<file path="src/rtl/sub_serial_nbit_pkg.sv">
// Shared definitions for the bit-serial N-bit subtractor: FSM states and default width.
package sub_serial_nbit_pkg;
  localparam int BIT_DEFAULT = 4;

  typedef enum logic [1:0] {
    IDLE = 2'd0,
    RUN  = 2'd1,
    DONE = 2'd2
  } state_t;
endpackage

</file>
<file path="src/rtl/sub_serial_nbit_fs.sv">
// 1-bit full subtractor: diff = a - b - bin, bout set when a < b + bin.
module fs (
  input  logic a,
  input  logic b,
  input  logic bin,
  output logic diff,
  output logic bout
);
  assign diff = a ^ b ^ bin;
  assign bout = (~a & b) | (~(a ^ b) & bin);
endmodule

</file>
<file path="src/rtl/sub_serial_nbit.sv">
// Bit-serial subtractor: one bit per cycle LSB first, result published on entry to DONE.
module sub_serial_nbit
  import sub_serial_nbit_pkg::*;
#(
  parameter int BIT = BIT_DEFAULT
) (
  input  logic           clk_i,
  input  logic           rst_i,
  input  logic           start_i,
  input  logic [BIT-1:0] a_i,
  input  logic [BIT-1:0] b_i,
  input  logic           bin_i,
  output logic           busy_o,
  output logic           done_o,
  output logic [BIT-1:0] diff_o,
  output logic           bout_o
);
  localparam int CW = (BIT > 1) ? $clog2(BIT) : 1;
  localparam logic [CW-1:0] LAST = CW'(BIT - 1);

  state_t         state;
  logic [BIT-1:0] a_sh;
  logic [BIT-1:0] b_sh;
  logic [BIT-1:0] res;
  logic           br;
  logic [CW-1:0]  cnt;
  logic           d;
  logic           bo;

  fs u_fs (
    .a    (a_sh[0]),
    .b    (b_sh[0]),
    .bin  (br),
    .diff (d),
    .bout (bo)
  );

  always_ff @(posedge clk_i) begin
    if (rst_i) begin
      state  <= IDLE;
      a_sh   <= '0;
      b_sh   <= '0;
      res    <= '0;
      br     <= 1'b0;
      cnt    <= '0;
      busy_o <= 1'b0;
      done_o <= 1'b0;
      diff_o <= '0;
      bout_o <= 1'b0;
    end else begin
      done_o <= 1'b0;
      case (state)
        IDLE: begin
          if (start_i) begin
            a_sh   <= a_i;
            b_sh   <= b_i;
            br     <= bin_i;
            cnt    <= '0;
            res    <= '0;
            busy_o <= 1'b1;
            state  <= RUN;
          end
        end
        RUN: begin
          a_sh <= a_sh >> 1;
          b_sh <= b_sh >> 1;
          res  <= {d, res[BIT-1:1]};
          br   <= bo;
          if (cnt == LAST) begin
            // The last bit goes straight to the output so partial shifts never show.
            diff_o <= {d, res[BIT-1:1]};
            bout_o <= bo;
            busy_o <= 1'b0;
            state  <= DONE;
          end else begin
            cnt <= cnt + 1'b1;
          end
        end
        DONE: begin
          done_o <= 1'b1;
          state  <= IDLE;
        end
        default: begin
          busy_o <= 1'b0;
          state  <= IDLE;
        end
      endcase
    end
  end
endmodule
</file>
<file path="config.mk">
export PLATFORM = sky130hd
export DESIGN_NAME = sub_serial_nbit
export DESIGN_NICKNAME = d
export VERILOG_FILES = /design/src/rtl/sub_serial_nbit_pkg.sv /design/src/rtl/sub_serial_nbit_fs.sv /design/src/rtl/sub_serial_nbit.sv
export SDC_FILE = /design/constraint.sdc
export NUM_CORES = 1
export LEC_CHECK = 0
export ABC_AREA = 1
export ABC_CLOCK_PERIOD_IN_PS = 1000
export CAP_MARGIN = 5
export CORE_MARGIN = 3
export CORE_UTILIZATION = 27
export DETAILED_ROUTE_END_ITERATION = 6
export GPL_ROUTABILITY_DRIVEN = 0
export GPL_TIMING_DRIVEN = 0
export PLACE_DENSITY_LB_ADDON = 0.1
export SYNTH_ARGS = -nofsm -noshare
export SYNTH_HDL_FRONTEND = slang
export SYNTH_SLANG_ARGS = --single-unit
</file>
<file path="constraint.sdc">
create_clock -name clk_i -period 1 [get_ports clk_i]
set_input_delay 0.15 -clock clk_i [delete_from_list [all_inputs] [get_ports clk_i]]
set_output_delay 0.15 -clock clk_i [all_outputs]
set_load 0.02 [all_outputs]
</file>
Word-level counts from Yosys, hierarchy flattened
Cells that the tools add are included.

storage, ports and cells
  bits in registers = 24
  output and inout bits = 7
  input bits = 12

cells by class
  reduce and logical (&&, ||, !) cells = 7
  add/subtract/negate cells = 1
  muxes and demuxes = 18
  bitwise operators = 8
  eq/ne operators = 6

operator list
  kind                 number
  $pmux 4 s2           3
  $mux 4               3
  $mux 2               4
  $pmux 2 s2           2
  $ne 2x2->1 const B   3
  $reduce_and 2->1     3
  $reduce_and 3->1     2
  $eq 2x2->1 const B   2
  $mux 1               4
  $not 1->1            3
  $pmux 1 s3           1
  $add 2x1->2 const B  1
  $and 1x1->1          2
  $eq 2x1->1 const B   1
  $logic_not 2->1      1
  $pmux 1 s2           1
  $reduce_bool 2->1    1
  $xor 1x1->1          2
  $or 1x1->1           1

Depth between registers and ports, before layout
Gate-level depths: netlist of the first run.

  depth after elaboration = 5
  gate-level depth with buffers = 7
  depth with buffers taken out = 7

Cells and area by module
From an unflattened synthesis of the first run, not the netlist that was laid out.

second synthesis, totals
  cell total of the unflattened synthesis = 135
  area, all modules = 1057.3 um^2

modules (own cells, without submodules)
  module           cells each  area each (um^2)  times used
  sub_serial_nbit  131         1026.0            1
  fs               4           31.3              1

Worst setup path after synthesis of the first run
No wires, ideal clock.

  path type = flip-flop to flip-flop
  start point = register b_sh[0]
  end point = register res[3]
  library setup time = 0.070 ns
  arrival time = 1.065 ns
  required time = 0.930 ns
  slack = -0.134 ns
  cell stages (with the launch flop) = 5
  period minus slack after synthesis = 1.134 ns
  path through = dfxtp_1 -> inv_1 -> fa_1 -> nand2_1 -> a21oi_1

on the way
  longest elaborated chain between the ends = 3

RTL lines
  what                      RTL line                 RTL
  from (decl)               sub_serial_nbit.sv:23    logic [BIT-1:0] b_sh;
  from (signal assigned)    sub_serial_nbit.sv:56    b_sh <= b_i;
  from (signal assigned)    sub_serial_nbit.sv:66    b_sh <= b_sh >> 1;
  $xor 1x1->1 (2 in a row)  sub_serial_nbit_fs.sv:9  assign diff = a ^ b ^ bin;
  via d                     sub_serial_nbit.sv:27    logic d;
  $pmux 4 s2                sub_serial_nbit.sv:52    case (state)
  to (signal assigned)      sub_serial_nbit.sv:67    res <= {d, res[BIT-1:1]};
  to (decl)                 sub_serial_nbit.sv:24    logic [BIT-1:0] res;

The timed path passes the listed nets, and every way through them passes these cells.
A chain may end at the register's enable or synchronous reset.

Final worst setup path of the first run
  start point = register br
  end point = register res[3]

on the way
  longest elaborated chain between the ends = 2

RTL lines
  what                    RTL line                 RTL
  from (decl)             sub_serial_nbit.sv:25    logic br;
  from (signal assigned)  sub_serial_nbit.sv:57    br <= bin_i;
  from (signal assigned)  sub_serial_nbit.sv:68    br <= bo;
  $xor 1x1->1             sub_serial_nbit_fs.sv:9
  via d                   sub_serial_nbit.sv:27
  $pmux 4 s2              sub_serial_nbit.sv:52

The timed path passes the listed nets, and every way through them passes these cells.

==> out/qor.csv, run 1 <==
metric,value,unit
PD cells,1240,nW/um^2
Non-Filler Instances,217,
worst setup margin,-0.198,ns
Clock power frac,0.287,
Antenna Violating Nets Remaining,0,
"Hold Violations, Final",0,
later-pin clock latency in the skew report,0.26,ns
WP data arrival,1.39,ns
port buffer count,17,
post-DR wirelength/cell,11.8,um
met2 WL post-DR,1310,um
R2R Setup Slk,-0.20,ns
unrepaired setup endpoints after global routing,yes,
post-synthesis mux area share,0,
largest net degree at the start of global routing,13,
Initial DRT Pass Iterations,3,
nets@finish,184,
net count after synthesis,151,
minimum clock period after layout,1.20,ns
GRT Total Usage,0.126,
clk sink count,23,
WHS Path Cells,2,
Starting Density,0.283,
Crit Path Max Fanout,2,
DRC Markers,0,
status,"complete, but fails checks",
Max Cap Violations,0,
CTS Buf Count,3,
Antenna Cells,0,
met3 routed WL,88,um
sw power,0.558,mW
critical path cell sequence,inv_2 > fa_2 > nand2_2 > a21oi_2,
initial antenna violation count,0,
Critical path origin,br,
max incr delay on CP,0.58,ns
Compound-Gate Fraction of Synth Area,0.0916,
Rows,22,
largest family of logic cells by synthesized area,simple AND/OR/NAND/NOR gates,
worst slew margin relative to its limit,0.805,
Comb pwr share,0.216,
simple-gate portion of the synthesized area,0.354,
Crit Reg-Reg Startpoint,br,
vias per cell,4.37,
distinct cell type count after synthesis,23,
Tcrit/Tclk final,1.20,
depth of the CTS H-tree,1,
synthesis-to-layout area growth,54.7,%
cell area after synthesis,1050,um^2
mean area per synthesized cell,7.68,um^2
Hold Path Class,in2reg,
Critical path buffers and inverters,1,
worst slack at placement,-0.331,ns
WHS,0.159,ns
Worst EP required,1.20,ns
cell total after placement,202,
Area after DPL,1300,um^2
critical path's slowest cell,fa_2,
Hold Path Origin,rst_i,
CTS tree,built,
CTS Root Cell,clkbuf_8,
"CP delay by family, top",adder cells,
P_int,1.46,mW
critical path type,reg2reg,
share of layout cells above drive strength 1,0.515,
vias post-DR,949,
failing checks,setup timing,
Post-Synth XOR/XNOR Area,0,
P_leak,0.686,nW
Final setup violation count,17,
f_max,0.835,GHz
worst slew pin tran,0.292,ns
Synth Area in Adders,0.0309,
die width,68.4,um
Max clock buf depth,2,
Seq pwr share,0.497,
clock skew,0.00377,ns
DR iter-0 viols,27,
cell count after synthesis,137,
Critical Path Source Type,flop,
Post-Route WL,2560,um
M1 WL,1140,um
fin util,0.438,
Peak VDD IR,438,uV
vias in the first global route,922,
Overflow after GRT,0,
Die Ht,68.4,um
CP Capture Type,flop,
Syn. warnings,0,
hold endpoint,state[0],
DP Wirelength,1640,um
first-pass GRT wire length,4300,um
sw frac,0.277,
# IOs,19,
FF-to-FF path depth,4,
Highest Signal Layer,met4,
Max Slew Vio Count,0,
Clock Pin Slew Worst Setup and Hold Paths,0.08,ns
"Seq/Total Area, Yosys",0.438,
CORE AREA,3720,um^2
setup TNS,-0.824,ns
Tot Pwr,2.02,mW
design area,1630,um^2
r2r endpoint,res[3],
DIE AREA,4680,um^2
post-synthesis sequential element count,23,
==> cell families after synthesis <==
| group | count (synthesis) |
|---|---|
| compound gates | 17 |
| fa+ha+maj | 2 |
| flops | 23 |
| buf+inv | 17 |
| simple gates | 78 |
==> worst max path at each step <==
stage / to / cells past startpoint
final: res[3] / 4
after global routing: res[3] / 4
after CTS: res[3] / 4
after detailed placement: a_sh[3] / 5
after global placement: a_sh[3] / 5
after floorplan: res[3] / 4
==> layout make-up <==
type                    instances  area, um^2
flip-flops and latches         23         473
clock buffers                   4        45.0
inverters                      13        60.1
fillers                       385        2090
repair buffers                 27         260
plain buffers                   4        43.8
well taps                      48        60.1
multi-input cells              98         686
==> power by group through the flow <==
stage / clock network [mW] / logic [mW] / registers (mW)
after floorplan: 0 / 0.195 / 1.01
after global placement: 0 / 0.289 / 1.02
after detailed placement: 0 / 0.292 / 1.02
after CTS: 0.615 / 0.380 / 1.00
after global routing: 0.649 / 0.479 / 1.01
final: 0.579 / 0.435 / 1.00
==> routing by layer <==
layer / vias up / track usage
li1: 491 / -
met1: 445 / 0.159
met2: 11 / 0.198
met3: 2 / 0.0296
met4: 0 / 0.0645
met5: - / 0
==> state kept, by name, indices dropped and copies added (netlist names) <==
name	cells
a_sh	4
b_sh	4
done_o	1
diff_o	4
res	3
cnt	2
br	1
state	2
bout_o	1
busy_o	1
==> cells in the mapped netlist (all sizes together) <==
cell type  instances  area (um^2)
o21ai             11         66.3
ha                 1         12.5
nor3               1         5.00
nand2             43          200
dfxtp             23          460
a21oi              6         30.0
fa                 1         20.0
inv               12         45.0
nor2              25          116
nand3              8         45.0
nand4              1         6.26
clkinv             1         5.00
buf                4         40.0
==> cells in the final DEF (no fill, tap or decap), types with 6 or more instances in the layout <==
cell	n
buf_2	8
nand2_1	20
nand2_2	17
dfxtp_1	17
buf_6	6
nor2_2	7
inv_1	7
nor2_1	11
clkdlybuf4s50_1	9
nor2_4	8
==> worst reg2reg max path: cells and delay by family (launching register included) <==
kind / cells / cell delay, ns
AO/OA/AOI/OAI: 1 / 0.12
adder cells (fa/ha/maj): 1 / 0.58
AND/OR/NAND/NOR: 1 / 0.05
buffers and inverters: 1 / 0.04
flip-flops: 1 / 0.34
==> timing repair <==
item | 4_1_cts | 5_1_grt
cloned | 3 | 0
hold buffers | 0 | 0
setup buffers | 4 | 4
hold endpoints to repair | 0 | 0
setup endpoints to repair | 28 | 22
resized for setup | 65 | 25
pin swaps | 12 | 15
(Power assumes the default switching activity.)
==> inputs of run 2 (changes only) <==
- CTS_BUF_LIST: unset -> sky130_fd_sc_hd__clkbuf_8
- GPL_ROUTABILITY_DRIVEN: 0 -> unset
- RECOVER_POWER: unset -> 50
==> run 2 against run 1 <==
  * The flow still finishes with violations (setup timing)
  * Via count grew 0.32%
  * Clock power shrank 2%
  * Count of clock-buffer cells in the layout shrank 1
  * Die area stayed put
  * Clock skew about the same
  * Sequential power barely moved
  * Flip-flop and latch count is the same
  * Non-clock buffer count stayed put
  * Global-route usage is essentially flat
  * Critical endpoint unchanged
==> out/qor.csv, run 2 (synthesis gave the netlist of run 1 again) <==
metric,value,unit,change
status,"complete, but fails checks",,
failing checks,setup timing,,
worst slack at placement,-0.331,ns,unchanged
"Hold Violations, Final",0,,unchanged
CTS Buf Count,3,,unchanged
CORE AREA,3720,um^2,unchanged
Final setup violation count,17,,unchanged
Clock power frac,0.284,,-0.003
Critical path origin,br,,
Max Cap Violations,0,,unchanged
PD cells,1230,nW/um^2,-0.48%
Non-Filler Instances,217,,unchanged
WHS Path Cells,2,,unchanged
synthesis-to-layout area growth,54.7,%,unchanged
WHS,0.159,ns,-0.000146 ns
Critical Path Source Type,flop,,
Post-Route WL,2550,um,-0.23%
WP data arrival,1.39,ns,about the same
clock skew,0.00390,ns,+0.000128 ns
DIE AREA,4680,um^2,unchanged
Overflow after GRT,0,,unchanged
vias in the first global route,923,,+0.11%
top flop regs,"a_sh (4), b_sh (4), diff_o (4)",,
Comb pwr share,0.217,,about the same
depth of the CTS H-tree,1,,unchanged
r2r endpoint,res[3],,
Hold Path Class,in2reg,,
fin util,0.438,,unchanged
DRC Markers,0,,unchanged
worst slew pin tran,0.293,ns,+0.00119 ns
Antenna Violating Nets Remaining,0,,unchanged
share of layout cells above drive strength 1,0.515,,unchanged
worst slew margin relative to its limit,0.804,,about the same
Antenna Cells,0,,unchanged
Max Slew Vio Count,0,,unchanged
die width,68.4,um,unchanged
design area,1630,um^2,unchanged
Crit Reg-Reg Startpoint,br,,
sw power,0.558,mW,+0.10%
DR iter-0 viols,30,,+11%
Crit Path Max Fanout,2,,unchanged
Starting Density,0.283,,unchanged
Worst EP required,1.20,ns,about the same
initial antenna violation count,0,,unchanged
vias per cell,4.39,,+0.32%
GP Congestion,0.743,,
FF-to-FF path depth,4,,unchanged
"CP delay by family, top",adder cells,,
Area after DPL,1300,um^2,unchanged
Tot Pwr,2.01,mW,-0.48%
# IOs,19,,unchanged
Tcrit/Tclk final,1.19,,-0.00319
DP Wirelength,1640,um,unchanged
post-DR wirelength/cell,11.8,um,-0.23%
CP Capture Type,flop,,
Die Ht,68.4,um,unchanged
minimum clock period after layout,1.19,ns,-0.00319 ns
Hold Buf Count CTS,0,,unchanged
GRT Total Usage,0.126,,-0.000340
worst setup path end,res[3],,
vias post-DR,952,,+0.32%
cell total after placement,202,,unchanged
Clock Pin Slew Worst Setup and Hold Paths,0.08,ns,about the same
Rows,22,,unchanged
f_max,0.837,GHz,+0.27%
largest net degree at the start of global routing,13,,unchanged
Peak VDD IR,438,uV,about the same
P_leak,0.687,nW,+0.19%
setup TNS,-0.814,ns,+0.00994 ns
Critical path buffers and inverters,1,,unchanged
port buffer count,17,,unchanged
nets@finish,184,,unchanged
clk sink count,23,,unchanged
first-pass GRT wire length,4290,um,-0.16%
R2R Setup Slk,-0.19,ns,about the same
critical path's slowest cell,fa_2,,
Initial DRT Pass Iterations,3,,unchanged
max incr delay on CP,0.58,ns,about the same
unrepaired setup endpoints after global routing,yes,,
Max clock buf depth,2,,unchanged
CTS tree,built,,
"commonest non-fill, non-tap cell in the layout",nand2_1,,
CTS Root Cell,clkbuf_8,,
sw frac,0.278,,+0.00162
number of cells on the critical path,4,,unchanged
later-pin clock latency in the skew report,0.26,ns,about the same
critical path type,reg2reg,,
"commonest cells after routing, fill and taps aside","nand2_1, nand2_2, dfxtp_1, nor2_1, clkdlybuf4s50_1",,
worst setup margin,-0.195,ns,+0.00319 ns
P_int,1.45,mW,-0.70%
critical path cell sequence,inv_2 > fa_2 > nand2_2 > a21oi_2,,
Seq pwr share,0.500,,+0.003
==> run 2: layer usage <==
layer | part of all wire | wire length [um] | GRT usage
met1 | 0.44 | 1130 | 0.158
met2 | 0.52 | 1320 | 0.198
met3 | 0.034 | 87 | 0.0296
met4 | 0.0071 | 18 | 0.0645
met5 | 0 | 0 | 0
==> run 2: worst register-to-register path: stages, from the launching register on <==
cell,delay [ns]
dfxtp_2,0.34
inv_2,0.04
fa_2,0.58
nand2_2,0.05
a21oi_2,0.11
==> run 2: worst min path at each step <==
stage	startpoint	endpoint	slack [ns]
2_1_floorplan	b_i[3]	b_sh[3]	0.29
3_3_place_gp	rst_i	b_sh[3]	0.44
3_5_place_dp	rst_i	b_sh[3]	0.44
4_1_cts	rst_i	state[0]	0.15
5_1_grt	rst_i	state[0]	0.17
6_report	rst_i	state[0]	0.16
==> run 2: final cells by class <==
cell class	count	area [um^2]
Sequential cell	23	473
Buffer	4	43.8
Clock buffer	3	41.3
Tap cell	48	60.1
Clock inverter	1	3.75
Multi-Input combinational cell	98	686
Fill cell	385	2090
Timing Repair Buffer	27	260
Inverter	13	60.1
==> run 2: power groups by stage <==
stage / combinational (mW) / sequential, mW / clock [mW]
after floorplan: 0.195 / 1.01 / 0
after global placement: 0.289 / 1.02 / 0
after detailed placement: 0.292 / 1.02 / 0
after CTS: 0.380 / 1.00 / 0.605
after global routing: 0.479 / 1.01 / 0.635
final: 0.435 / 1.00 / 0.569
==> run 2: repair_timing <==
item	in CTS	in global routing
endpoints found under the hold margin	0	0
pin swaps	12	15
endpoints found under the setup margin	28	22
buffers inserted	4	4
cloned	3	0
gates resized for setup	65	25
==> RTL edit 1 (flow settings as in run 1) <==
Register the output `done_o` once more, cleared by the reset; this adds one clock of latency there. The other outputs are not delayed to match.
--- a/src/rtl/sub_serial_nbit.sv
+++ b/src/rtl/sub_serial_nbit.sv
@@ -18,4 +18,6 @@
   localparam int CW = (BIT > 1) ? $clog2(BIT) : 1;
   localparam logic [CW-1:0] LAST = CW'(BIT - 1);
+
+  logic done_s0;
 
   state_t         state;
@@ -45,9 +47,9 @@
       cnt    <= '0;
       busy_o <= 1'b0;
-      done_o <= 1'b0;
+      done_s0 <= 1'b0;
       diff_o <= '0;
       bout_o <= 1'b0;
     end else begin
-      done_o <= 1'b0;
+      done_s0 <= 1'b0;
       case (state)
         IDLE: begin
@@ -78,5 +80,5 @@
         end
         DONE: begin
-          done_o <= 1'b1;
+          done_s0 <= 1'b1;
           state  <= IDLE;
         end
@@ -88,3 +90,11 @@
     end
   end
+  always_ff @(posedge clk_i) begin
+    if (rst_i) begin
+      done_o <= '0;
+    end else begin
+      done_o <= done_s0;
+    end
+  end
+
 endmodule
Formal check against the unedited RTL: not equivalent (Yosys sat finds a counterexample within 10 cycles, from zero or initial values and one cycle with rst_i high).
==> RTL edit 1 against run 1 <==
  * The run still ends with negative setup slack left
  * Cell area fell by 3.8%
  * Sequential power rose by 5%
  * Area after synthesis fell by 4.8%
  * Setup slack improved by 0.032 ns
  * First-iteration DRC count rose by 22%
  * Synthesized cell count fell by 2.9%
  * Maximum frequency rose by 2.8%
  * Power rose by 15%
  * Sequential cell count rose by 1
  * Global-route usage fell by 0.98 points
  * Wire length fell by 9.3%
  * Critical endpoint unchanged
  * Largest power group unchanged
==> RTL edit 1: results (changes against run 1) <==
Result of the run: finished, violations left (unchanged). Failing checks: negative setup slack (unchanged). The combined global-route utilization of all metal layers came out at 0.1163 (was 0.1261). The number of enable-type register cells in the synthesized netlist came out at 0 (unchanged). Cell types with the highest counts after synthesis: sky130_fd_sc_hd__nand2_1 (40), sky130_fd_sc_hd__dfxtp_1 (24), sky130_fd_sc_hd__nor2_1 (18) (was sky130_fd_sc_hd__nand2_1 (33), sky130_fd_sc_hd__dfxtp_1 (23), sky130_fd_sc_hd__nor2_1 (20)). The number of design-rule violations left by the first detailed-router iteration was 33 (was 27).

The top flip-flop cell by instance count after synthesis is sky130_fd_sc_hd__dfxtp_1 (unchanged). The total length of routed met3 wires came out at 87 um (was 88 um). The number of input and output port buffers inserted came out at 18 (was 17). The routed wire length on met2 is 1142 um (was 1314 um). The worst-case hold slack came out at 0.2915 ns (was 0.1592 ns). The post-synthesis sequential area ratio is 0.4794 (was 0.4376). The area growth from synthesis to layout came to 56.18% (was 54.70%). The met1 wire length is 1065 um (was 1137 um). The worst setup slack before clock tree synthesis was -0.4736 ns (was -0.3308 ns). The largest vdd supply drop is 0.5551 mV (was 0.4379 mV). The final clock skew is 0.01167 ns (was 0.003774 ns).

The fraction of final layout cells sized beyond drive strength 1 came out at 0.4217 (was 0.5148). The least setup slack across all paths after layout came to -0.1653 ns (was -0.1977 ns). The net switching power of the design came out at 574.5 uW (was 557.7 uW).

The length of the first detailed-routing pass in iterations was 4 (was 3). The accumulated negative setup slack was -1.258 ns (was -0.8240 ns). The post-detailed-placement cell area was 1242 um^2 (was 1303 um^2). The placed instance count came to 197 (was 202). The final-layout fill cell count came to 363 (was 385). The average wire per standard cell came out at 10.95 um (was 11.79 um). The synthesized area divided by synthesized cell count is 7.535 um^2 (was 7.681 um^2). The number of antenna violations at the first check in global routing is 0 (unchanged). The data arrival time of the critical path came to 1.37 ns (was 1.39 ns). The overall via count from detail_route is 924 (was 949). The detailed placer's ending HPWL is 1493 um (was 1638 um).

The post-CTS clock slew at the launch and capture registers of the worst setup and hold paths came out at 0.10 ns (was 0.08 ns). The wire length of the first global-routing pass is 3953 um (was 4298 um). The number of global-route vias before repair came out at 927 (was 922). The count of placed standard cells in the final layout, fillers left out came out at 212 (was 217). The final setup violation count is 18 (was 17).

The largest net degree at the start of global routing is 15 (was 13). The slew of the pin with the lowest slew margin is 0.2484 ns (was 0.2919 ns). The number of nets produced by synthesis came out at 147 (was 151).

The cell leakage power is 0.7000 nW (was 0.6862 nW). Most area-consuming cells after synthesis: sky130_fd_sc_hd__dfxtp_1 (48%), sky130_fd_sc_hd__nand2_1 (15%), sky130_fd_sc_hd__nor2_1 (6.7%) (was sky130_fd_sc_hd__dfxtp_1 (44%), sky130_fd_sc_hd__nand2_1 (12%), sky130_fd_sc_hd__nor2_1 (7.1%)). The number of nets in the layout is 181 (was 184). The largest fanout of any net on the critical path was 2 (unchanged).
## RTL edit 1: cell type report
| class | instances | area share |
|---|---|---|
| multi-input combinational | 93 | 0.3717 |
| clock buffer | 3 | 0.02638 |
| timing repair buffer | 29 | 0.1647 |
| clock inverter | 1 | 0.01918 |
| buffer | 4 | 0.02478 |
| tap | 46 | 0.03677 |
| sequential | 24 | 0.3133 |
| inverter | 12 | 0.04317 |
## RTL edit 1: metal layers
layer / GRT usage / vias up
met5: 0 / -
met4: 0.04557 / 0
met3: 0.02024 / 4
met2: 0.2017 / 14
met1: 0.1412 / 423
li1: - / 483
## RTL edit 1: timing repair
action | CTS | global route
pin swaps | 5 | 12
cloned | 2 | 0
setup buffers | 5 | 4
endpoints found under the setup margin | 28 | 21
resized for setup | 54 | 42
## RTL edit 1: power groups by stage
stage / Clock, mW / Combinational [mW] / Sequential, mW
2_1_floorplan: 0 / 0.175 / 1.05
3_3_place_gp: 0 / 0.274 / 1.05
3_5_place_dp: 0 / 0.275 / 1.06
4_1_cts: 0.878 / 0.354 / 1.04
5_1_grt: 0.909 / 0.464 / 1.06
6_report: 0.863 / 0.414 / 1.05
## RTL edit 1: worst max-delay path, cell delays in order, from the launching register on
cell and delay (ns):
sky130_fd_sc_hd__dfxtp_2 0.34, sky130_fd_sc_hd__inv_2 0.04, sky130_fd_sc_hd__fa_2 0.56, sky130_fd_sc_hd__nand2_1 0.05, sky130_fd_sc_hd__a21oi_1 0.11
## RTL edit 1: cells by family (layout without fill, tap and decap cells)
kind of cell	count (synthesis)	in the layout	share of synthesized area
DFF	24	24	0.4794
AOI/OAI and AO/OA	22	22	0.1161
and+or+nand+nor	69	69	0.2959
adders and majority gates	2	2	0.03246
buffers and inverters	16	49	0.07615
## RTL edit 1: worst paths after layout
kind              startpoint       end  depth (start not counted)
hold / removal       start_i  state[0]                          3
setup / recovery     b_sh[0]    res[3]                          4
hold reg to reg      done_s0    done_o                          2
setup reg to reg     b_sh[0]    res[3]                          4
==> RTL edit 2 (flow settings as in run 1) <==
Made on the original files. Change the package constant `BIT_DEFAULT` from 4 to 16.
--- a/src/rtl/sub_serial_nbit_pkg.sv
+++ b/src/rtl/sub_serial_nbit_pkg.sv
@@ -1,5 +1,5 @@
 // Shared definitions for the bit-serial N-bit subtractor: FSM states and default width.
 package sub_serial_nbit_pkg;
-  localparam int BIT_DEFAULT = 4;
+  localparam int BIT_DEFAULT = 16;
 
   typedef enum logic [1:0] {
Interface: changed (resized a_i, b_i and diff_o); port bits go from 19 to 55. The function was not compared with the original's and may differ.
==> RTL edit 2 against run 1 <==
  * The flow still finishes with violations (negative setup slack)
  * Core utilization is 0.093 points lower
  * Die area rose to 2.7 times the old value
  * Area after synthesis grew to 2.9 times the old value
  * Setup slack worse by 0.0029 ns
  * Sequential cell count up 50
  * Critical endpoint is now diff_o[7]
  * Global-route usage up 1.2 points
  * Cell area rose to 2.9 times the old value
  * Largest power group unchanged
  * Maximum frequency decreased by 0.24%
  * Count of clock-buffer cells in the layout up 6
  * Critical path depth rose by 4
  * Wire length rose to 3.3 times the old value
  * Via count grew to 3.2 times the old value
  * Power rose to 3.6 times the old value
==> RTL edit 2: results (changes against run 1) <==
Result of the run: finished, violations left (unchanged). Failing checks: negative setup slack (unchanged). The cell leakage power was 2.147 nW (was 0.6862 nW). The combined global-route utilization of all metal layers is 0.1378 (was 0.1261). The largest fanout of any net on the critical path came to 5 (was 2).

The delay contributed by the slowest stage of the critical path is 0.35 ns (was 0.58 ns). The family of cells with the greatest summed delay on the critical path was simple AND/OR/NAND/NOR gates (was adder cells). The largest vdd supply drop was 0.6430 mV (was 0.4379 mV).

The number of design-rule violations left by the first detailed-router iteration is 130 (was 27). The wire length of the first global-routing pass is 14090 um (was 4298 um). The post-CTS clock slew at the launch and capture registers of the worst setup and hold paths came out at 0.06 ns (was 0.08 ns).

The deepest level of the CTS H-tree is 3 (was 1). The met2 routing resource usage after global routing is 0.2239 (was 0.1979). The met3 track demand over resource is 0.03529 (was 0.02956). Cell types with the highest counts after synthesis: sky130_fd_sc_hd__nand2_1 (170), sky130_fd_sc_hd__dfxtp_1 (73), sky130_fd_sc_hd__nor2_1 (66) (was sky130_fd_sc_hd__nand2_1 (33), sky130_fd_sc_hd__dfxtp_1 (23), sky130_fd_sc_hd__nor2_1 (20)).

Largest regs: a_sh: 16 flops, b_sh: 16 flops, diff_o: 16 flops (was a_sh: 4 flops, b_sh: 4 flops, diff_o: 4 flops). The post-synthesis sequential area ratio is 0.4742 (was 0.4376). The number of nets in the layout is 592 (was 184).

The final setup violation count is 72 (was 17). The detailed placer's ending HPWL came to 5390 um (was 1638 um). The number of global-route vias before repair came out at 2963 (was 922).

The CTS root buffer is sky130_fd_sc_hd__clkbuf_16 (was sky130_fd_sc_hd__clkbuf_8). The number of buffers added by the clock tree synthesis step came to 9 (was 3). The endpoint of the most critical register-to-register path is diff_o[7] (was res[3]).

Most area-consuming cells after synthesis: sky130_fd_sc_hd__dfxtp_1 (47%), sky130_fd_sc_hd__nand2_1 (21%), sky130_fd_sc_hd__nor2_1 (8.0%) (was sky130_fd_sc_hd__dfxtp_1 (44%), sky130_fd_sc_hd__nand2_1 (12%), sky130_fd_sc_hd__nor2_1 (7.1%)). The insertion delay of the later-clocked pin in the worst-skew pair came out at 0.33 ns (was 0.26 ns). The library cell contributing the largest single delay on the critical path is sky130_fd_sc_hd__dfxtp_4 (was sky130_fd_sc_hd__fa_2).

The number of input and output port buffers inserted is 54 (was 17). The number of cells on the worst reg-to-reg path came to 8 (was 4). The number of nets produced by synthesis came out at 498 (was 151). The terminating pin of the worst hold path is done_o (was state[0]). The number of distinct library cells after synthesis came out at 21 (was 23).

The worst setup slack before clock tree synthesis came out at -0.6406 ns (was -0.3308 ns). The path type of the worst min-delay path is in -> reg (unchanged). The final-layout fill cell count is 1132 (was 385). The slew of the pin with the lowest slew margin is 0.4794 ns (was 0.2919 ns). The detailed-route vias per instance is 4.334 (was 4.373). The length of the first detailed-routing pass in iterations is 7 (was 3).

The final clock skew is 0.006279 ns (was 0.003774 ns). The least setup slack across all paths after layout is -0.2006 ns (was -0.1977 ns). The average wire per standard cell is 12.24 um (was 11.79 um).

The routing usage on met1 came out at 0.1759 (was 0.1592). The startpoint of the most critical register-to-register path is cnt[0] (was br).
RTL edit 2: changes by cell type after synthesis, sizes merged, moves of 12 or more:
| cell | before | now |
|---|---|---|
| a21oi | 6 | 23 |
| clkbuf | 0 | 12 |
| dfxtp | 23 | 73 |
| inv | 12 | 38 |
| nand2 | 43 | 171 |
| nand3 | 8 | 24 |
| nor2 | 25 | 67 |
| o21ai | 11 | 33 |
RTL edit 2: logic make-up (layout without fill, tap and decap cells):
kind of cell	count (synthesis)	after routing	share of synthesized area
adders and majority gates	2	2	0.01056
DFF	73	73	0.4742
and+or+nand+nor	265	265	0.3378
AOI/OAI and AO/OA	56	56	0.09216
buffers and inverters	64	162	0.08526
RTL edit 2: metrics by stage:
stage	total power [mW]	std cells	utilization	TNS, ns	hold slack (ns)
floorplan	3.741	460	-	-2.853	0.2268
global placement	4.060	654	0.3522	-44.02	0.4544
detailed placement	4.068	654	0.3522	-41.07	0.4551
CTS	7.193	691	0.4131	-10.55	0.2332
global route	7.646	698	0.4371	-15.91	0.2512
finish	7.257	698	0.4371	-11.02	0.2476
RTL edit 2: repair_timing:
| action | 4_1_cts | 5_1_grt |
|---|---|---|
| pin swaps | 8 | 22 |
| cloned | 6 | 2 |
| setup endpoints to repair | 91 | 87 |
| hold buffers | 0 | 0 |
| buffers inserted | 16 | 6 |
| gates resized for setup | 177 | 72 |
RTL edit 2: worst max path at each step:
stage / start / end
5_1_grt: cnt[0] / diff_o[9]
2_1_floorplan: cnt[1] / diff_o[10]
6_report: cnt[0] / diff_o[7]
3_5_place_dp: rst_i / diff_o[10]
3_3_place_gp: rst_i / diff_o[3]
4_1_cts: cnt[0] / diff_o[7]
RTL edit 2: area by class of cell:
| type | instances | area [um^2] | share of cell area |
|---|---|---|---|
| buffer | 25 | 289.0 | 0.06020 |
| clock buffer | 10 | 229.0 | 0.04769 |
| clock inverter | 5 | 33.78 | 0.007037 |
| inverter | 39 | 162.7 | 0.03388 |
| multi-input combinational | 323 | 1604 | 0.3341 |
| sequential | 73 | 1485 | 0.3094 |
| tap | 140 | 175.2 | 0.03649 |
| timing repair buffer | 83 | 822.0 | 0.1712 |
RTL edit 2: power by group:
group / switching (mW) / internal (mW) / leakage (nW) / total, mW
sequential: 0.0606 / 3.05 / 0.604 / 3.11
combinational: 0.641 / 0.627 / 1.42 / 1.27
clock: 1.22 / 1.66 / 0.124 / 2.88
RTL edit 2: routing by layer:
layer	vias up	share of wire
met5	-	0
met4	0	0.013
met3	8	0.044
met2	61	0.47
met1	1348	0.47
li1	1608	-
